`src/rtl/truth_table_pkg.sv`:
```
// Shared types and constants for the 3-input gate truth-table sweeper.
// A truth table stores row idx at bit [TT_W-1-idx], so input vector 000 is the MSB.
package truth_table_pkg;

    typedef enum logic [1:0] {
        IDLE,
        SETTLE,
        SAMPLE,
        DONE
    } state_t;

    localparam int VEC_W    = 3;
    localparam int TT_W     = 8;
    localparam int NUM_ROWS = 8;

    function automatic logic [VEC_W-1:0] row_bit(input logic [VEC_W-1:0] idx);
        return VEC_W'(TT_W - 1) - idx;
    endfunction

endpackage

```
`src/rtl/truth_table_sweeper_settle_timer.sv`:
```
// Settle timer: counts cycles while enabled. expiring flags the last settle cycle
// so the controller can move to SAMPLE on time; expired stays high once the count is reached.
module settle_timer #(
    parameter int CNT_W         = 8,
    parameter int SETTLE_CYCLES = 4
) (
    input  logic clk,
    input  logic reset,
    input  logic clear,
    input  logic enable,
    output logic expiring,
    output logic expired
);

    logic [CNT_W-1:0] count_q;
    logic [CNT_W-1:0] count_d;

    always_comb begin
        count_d = count_q;
        if (clear) begin
            count_d = '0;
        end else if (enable) begin
            count_d = count_q + 1'b1;
        end
    end

    always_ff @(posedge clk or posedge reset) begin
        if (reset) begin
            count_q <= '0;
        end else begin
            count_q <= count_d;
        end
    end

    assign expired  = (count_q == CNT_W'(SETTLE_CYCLES));
    assign expiring = enable && !clear && (count_q == CNT_W'(SETTLE_CYCLES - 1));

endmodule

```
`src/rtl/truth_table_sweeper.sv`:
```
// Sweeps all 8 input vectors of one 3-input gate, samples its output after a settle
// time, and reports the observed table, per-row mismatches and pass/fail.
module truth_table_sweeper
    import truth_table_pkg::*;
#(
    parameter int SETTLE_CYCLES = 4,
    parameter int CNT_W         = 8
) (
    input  logic            clk,
    input  logic            reset,
    input  logic            start,
    input  logic            abort,
    input  logic [TT_W-1:0] expected,
    input  logic            gate_out,
    output logic            in1,
    output logic            in2,
    output logic            in3,
    output logic            busy,
    output logic            done,
    output logic            aborted,
    output logic            pass,
    output logic [TT_W-1:0] observed,
    output logic [TT_W-1:0] mismatch
);

    state_t           state_q, state_d;
    logic [VEC_W-1:0] idx_q, idx_d;
    logic [TT_W-1:0]  exp_q, exp_d;
    logic [TT_W-1:0]  observed_q, observed_d;
    logic [TT_W-1:0]  mismatch_q, mismatch_d;
    logic             pass_q, pass_d;
    logic             busy_q, busy_d;
    logic             done_q, done_d;
    logic             aborted_q, aborted_d;

    logic timer_clear;
    logic timer_expiring;
    logic timer_expired;
    logic finish;

    settle_timer #(
        .CNT_W         (CNT_W),
        .SETTLE_CYCLES (SETTLE_CYCLES)
    ) u_settle_timer (
        .clk      (clk),
        .reset    (reset),
        .clear    (timer_clear),
        .enable   (state_q == SETTLE),
        .expiring (timer_expiring),
        .expired  (timer_expired)
    );

    always_comb begin
        state_d     = state_q;
        idx_d       = idx_q;
        exp_d       = exp_q;
        observed_d  = observed_q;
        mismatch_d  = mismatch_q;
        pass_d      = pass_q;
        busy_d      = busy_q;
        done_d      = 1'b0;
        aborted_d   = aborted_q;
        timer_clear = 1'b0;
        finish      = 1'b0;

        case (state_q)
            IDLE: begin
                // start beats a simultaneous abort here
                if (start) begin
                    exp_d       = expected;
                    observed_d  = '0;
                    mismatch_d  = '0;
                    pass_d      = 1'b0;
                    aborted_d   = 1'b0;
                    idx_d       = '0;
                    busy_d      = 1'b1;
                    timer_clear = 1'b1;
                    state_d     = SETTLE;
                end
            end
            SETTLE: begin
                if (abort) begin
                    finish = 1'b1;
                end else if (timer_expiring) begin
                    state_d = SAMPLE;
                end
            end
            SAMPLE: begin
                // An abort on the sample cycle discards this row
                if (abort) begin
                    finish = 1'b1;
                end else begin
                    if (timer_expired) begin
                        observed_d[row_bit(idx_q)] = gate_out;
                    end
                    if (idx_q == VEC_W'(NUM_ROWS - 1)) begin
                        finish = 1'b1;
                    end else begin
                        idx_d       = idx_q + 1'b1;
                        timer_clear = 1'b1;
                        state_d     = SETTLE;
                    end
                end
            end
            DONE: begin
                state_d = IDLE;
            end
            default: begin
                state_d = IDLE;
            end
        endcase

        if (finish) begin
            state_d     = DONE;
            done_d      = 1'b1;
            busy_d      = 1'b0;
            idx_d       = '0;
            aborted_d   = abort;
            mismatch_d  = observed_d ^ exp_q;
            pass_d      = !abort && (observed_d == exp_q);
            timer_clear = 1'b1;
        end
    end

    always_ff @(posedge clk or posedge reset) begin
        if (reset) begin
            state_q    <= IDLE;
            idx_q      <= '0;
            exp_q      <= '0;
            observed_q <= '0;
            mismatch_q <= '0;
            pass_q     <= 1'b0;
            busy_q     <= 1'b0;
            done_q     <= 1'b0;
            aborted_q  <= 1'b0;
        end else begin
            state_q    <= state_d;
            idx_q      <= idx_d;
            exp_q      <= exp_d;
            observed_q <= observed_d;
            mismatch_q <= mismatch_d;
            pass_q     <= pass_d;
            busy_q     <= busy_d;
            done_q     <= done_d;
            aborted_q  <= aborted_d;
        end
    end

    assign {in1, in2, in3} = idx_q;
    assign busy            = busy_q;
    assign done            = done_q;
    assign aborted         = aborted_q;
    assign pass            = pass_q;
    assign observed        = observed_q;
    assign mismatch        = mismatch_q;

endmodule

```
`config.mk`:
```
export PLATFORM = sky130hd
export DESIGN_NAME = truth_table_sweeper
export DESIGN_NICKNAME = d
export VERILOG_FILES = /design/src/rtl/truth_table_pkg.sv /design/src/rtl/truth_table_sweeper_settle_timer.sv /design/src/rtl/truth_table_sweeper.sv
export SDC_FILE = /design/constraint.sdc
export NUM_CORES = 1
export LEC_CHECK = 0
export ABC_AREA = 1
export CAP_MARGIN = 5
export CORE_MARGIN = 2
export CORE_UTILIZATION = 28
export DETAILED_ROUTE_END_ITERATION = 7
export GPL_TIMING_DRIVEN = 0
export PLACE_DENSITY = 0.58
export SLEW_MARGIN = 20
export SYNTH_ARGS = -nofsm -noshare
export SYNTH_HDL_FRONTEND = slang
export SYNTH_SLANG_ARGS = --single-unit
```
`constraint.sdc`:
```
create_clock -name clk -period 2.99 [get_ports clk]
set_clock_uncertainty 0.2 [all_clocks]
set_input_delay 0.4485 -clock clk [delete_from_list [all_inputs] [get_ports clk]]
set_output_delay 0.4485 -clock clk [all_outputs]
set_load 0.005 [all_outputs]
```
==> results.sh <==
export IMPL_pwr_share_comb_pct=40.9
export IMPL_synth_area_top_cells="dfrtp_1 46%, nand2_1 11%, nand3_1 6.8%"
export IMPL_totalWireLength_um=5030
export IMPL_slew_violations=0
export IMPL_crit_type="register to register"
export IMPL_viasPerCell=4.42
export IMPL_die_w_um=93.1
export IMPL_muxShareOfSynthArea_pct=0.507
export IMPL_grt_pass1_wl_um=8810
export IMPL_max_slew_margin_pct=64.8
export IMPL_htreeDepth=2
export IMPL_synth_compound_area_share_pct=8.68
export IMPL_grt_overflow_total=0
export IMPL_nNetsFinal=343
export IMPL_synth_top_family_by_area="simple AND/OR/NAND/NOR gates"
export IMPL_crit_chain="ha_1, ha_1, nor2_1, nor2_1, nand2_1, clkbuf_1, a31oi_1, o21ai_1, nand2_1, o21ai_1"
export IMPL_run_status="finished, final reports clean"
export IMPL_yosysTopAreaCell="dfrtp_1"
export IMPL_drive_gt1_share_pct=9.29
export IMPL_synthToLayoutAreaGrowth_pct=27.7
export IMPL_grt_setup_unrepaired="no"
export IMPL_ios=36
export IMPL_initial_core_util_pct=28.9
export IMPL_mostFrequentLayoutCell="nand2_1"
export IMPL_ys_flop_type="dfrtp_1"
export IMPL_synth_async_sr_flop_share_pct=100
export IMPL_core_area_um2=7690
export IMPL_startpoint="idx_q[0]"
export IMPL_final_cells=425
export IMPL_rows=32
export IMPL_cts_hold_buf=0
export IMPL_hold_viol_final=0
export IMPL_wire_per_inst_um=11.8
export IMPL_fin_crit_sh_pct=78.7
export IMPL_ys_types=31
export IMPL_pwr_share_seq_pct=37.2
export IMPL_clk_path_buf_depth=2
export IMPL_finalSetupTns_ps=0
export IMPL_synth_avg_cell_area_um2=7.96
export IMPL_root_buffer="clkbuf_8"
export IMPL_layout_common_cells="64 x nand2_1, 41 x dfrtp_1, 36 x inv_1"
export IMPL_cp_top_family="flip-flops"
export IMPL_cts_resized=0
export IMPL_drv_cap=0
export IMPL_worstPathArrival_ps=2370
export IMPL_seq_area_frac_synth_pct=46.2
export IMPL_first_pass_iters=4
export IMPL_worstPathRequired_ps=3010
export IMPL_critical_path_max_stage_delay_ps=470
export IMPL_routabilityCongestion=0.802
export IMPL_num_vias=1879
export IMPL_syn_area_um2=2220
export IMPL_diodes=0
export IMPL_critical_path_slowest_cell="dfrtp_1"
export IMPL_synth_simple_area_share_pct=30.8
export IMPL_crit_path_start_kind="register"
export IMPL_first_iter_violations=60
export IMPL_p_int_mw=1.33
export IMPL_tritoncts="yes"
export IMPL_grtUsageTotal_pct=12.8
export IMPL_drc=0
export IMPL_peakVddDrop_uv=405
export IMPL_worstPathBufferInverterCount=1
export IMPL_clk_pin_slew_ps=80
export IMPL_syn_num_nets=300
export IMPL_synth_adder_area_share_pct=4.51
export IMPL_die_area_um2=8660
export IMPL_clock_sinks=41
export IMPL_min_period_ps=2350
export IMPL_antenna_found_initial=0
export IMPL_fmax_mhz=425
export IMPL_path_max_fanout=10
export IMPL_cp_end_kind="register"
export IMPL_grt_pass1_vias=1887
export IMPL_synth_seq_cells=41
export IMPL_grt_max_degree=27
export IMPL_synthCells=279
export IMPL_ant_nets=0
export IMPL_setup_viol=0
export IMPL_clk_latency_ps=300
export IMPL_dpl_hpwl_um=3890
export IMPL_post_cts_setup_buffers=0
export IMPL_cts_buffers=5
export IMPL_io_buffers=35
export IMPL_die_h_um=93.1
export IMPL_synth_edf_count=0
export IMPL_hp_class="input pin to asynchronous set/reset pin"
export IMPL_synth_top_cell_area_share_pct=46.2
export IMPL_placed_cells=417
export IMPL_cellLeakagePower_nw=1.37
export IMPL_ys_warn_count=0
export IMPL_r2r_start="idx_q[0]"
export IMPL_synth_xor_area_share_pct=1.18
export IMPL_switchingPower_mw=0.804
export IMPL_switching_share_pct=37.8
export IMPL_p_clk_share_pct=21.9
export IMPL_power_density_nw_per_um2=751
export IMPL_tightest_slew_ps=528
[cells in the mapped netlist, types with 2 or more instances]
| cell | n |
|---|---|
| a21oi_1 | 13 |
| nand2_2 | 6 |
| nor3_1 | 3 |
| clkinv_1 | 2 |
| xor2_1 | 2 |
| o21ai_0 | 11 |
| o21ai_1 | 3 |
| nand3_2 | 5 |
| nand3_1 | 30 |
| inv_1 | 37 |
| dfrtp_1 | 41 |
| ha_1 | 8 |
| nand2_1 | 64 |
| nor2_1 | 28 |
| clkbuf_1 | 3 |
| nand4_1 | 5 |
| a22o_1 | 2 |
| nor2_4 | 3 |
[worst register-to-register path, delay by kind of cell (launching register included)]
family,cells,cell delay (ps)
DFF,1,470
and+or+nand+nor,4,360
buffers and inverters,1,400
AOI/OAI and AO/OA,3,420
adders and majority gates,2,420
[layout make-up]
| type | count | area, um^2 |
|---|---|---|
| plain buffers | 5 | 30.0 |
| clock buffers | 7 | 86.3 |
| clock inverters | 1 | 30.0 |
| fillers | 820 | 4850 |
| inverters | 40 | 150 |
| multi-input cells | 193 | 1010 |
| flip-flops and latches | 41 | 1030 |
| well taps | 102 | 128 |
| repair buffers | 36 | 370 |
[metal layers]
| metal | wire length, um | track usage [%] |
|---|---|---|
| met5 | 0 | 0 |
| met4 | 87 | 5.02 |
| met3 | 202 | 3.06 |
| met2 | 2240 | 20.2 |
| met1 | 2500 | 17.1 |
[through the flow]
| stage | hold WS, ps | area [um^2] | setup WS (ps) | total power [mW] | utilization [%] |
|---|---|---|---|---|---|
| after floorplan | 233 | 2220 | 945 | 1.36 | - |
| after global placement | 255 | 2700 | 370 | 1.66 | 35.1 |
| after detailed placement | 260 | 2720 | 350 | 1.69 | 35.4 |
| after CTS | 253 | 2840 | 618 | 2.17 | 36.9 |
| after global routing | 274 | 2840 | 357 | 2.32 | 36.9 |
| final | 236 | 2840 | 637 | 2.13 | 36.9 |
[cell families after synthesis]
family / after synthesis
compound gates: 34
xor+xnor: 3
fa+ha+maj: 8
buf+inv: 45
flops: 41
mux: 1
simple gates: 147
[sequential cells by signal (all words and copies together), names as in the netlist]
register / cells
aborted: 1
busy: 1
done: 1
exp_q: 8
idx_q: 3
mismatch: 8
observed: 8
pass: 1
state_q: 2
u_settle_timer.count_q: 8
[power groups by stage]
stage               combinational (mW)  sequential (mW)  clock (mW)
global route                      1.00            0.813       0.502
CTS                              0.892            0.795       0.484
floorplan                        0.571            0.790           0
global placement                 0.863            0.802           0
detailed placement               0.887            0.805           0
finish                           0.871            0.793       0.466
[final timing paths]
kind,endpoint,slack (ps),cells past startpoint
worst min register to register,u_settle_timer.count_q[7],270,1
worst max-delay path,state_q[1],640,10
min in group clk,u_settle_timer.count_q[7],270,1
worst max register to register,state_q[1],640,10
max in group asynchronous,aborted,1900,3
worst min-delay path,u_settle_timer.count_q[2],240,2
Note: power is estimated with default switching activity, not from simulation.
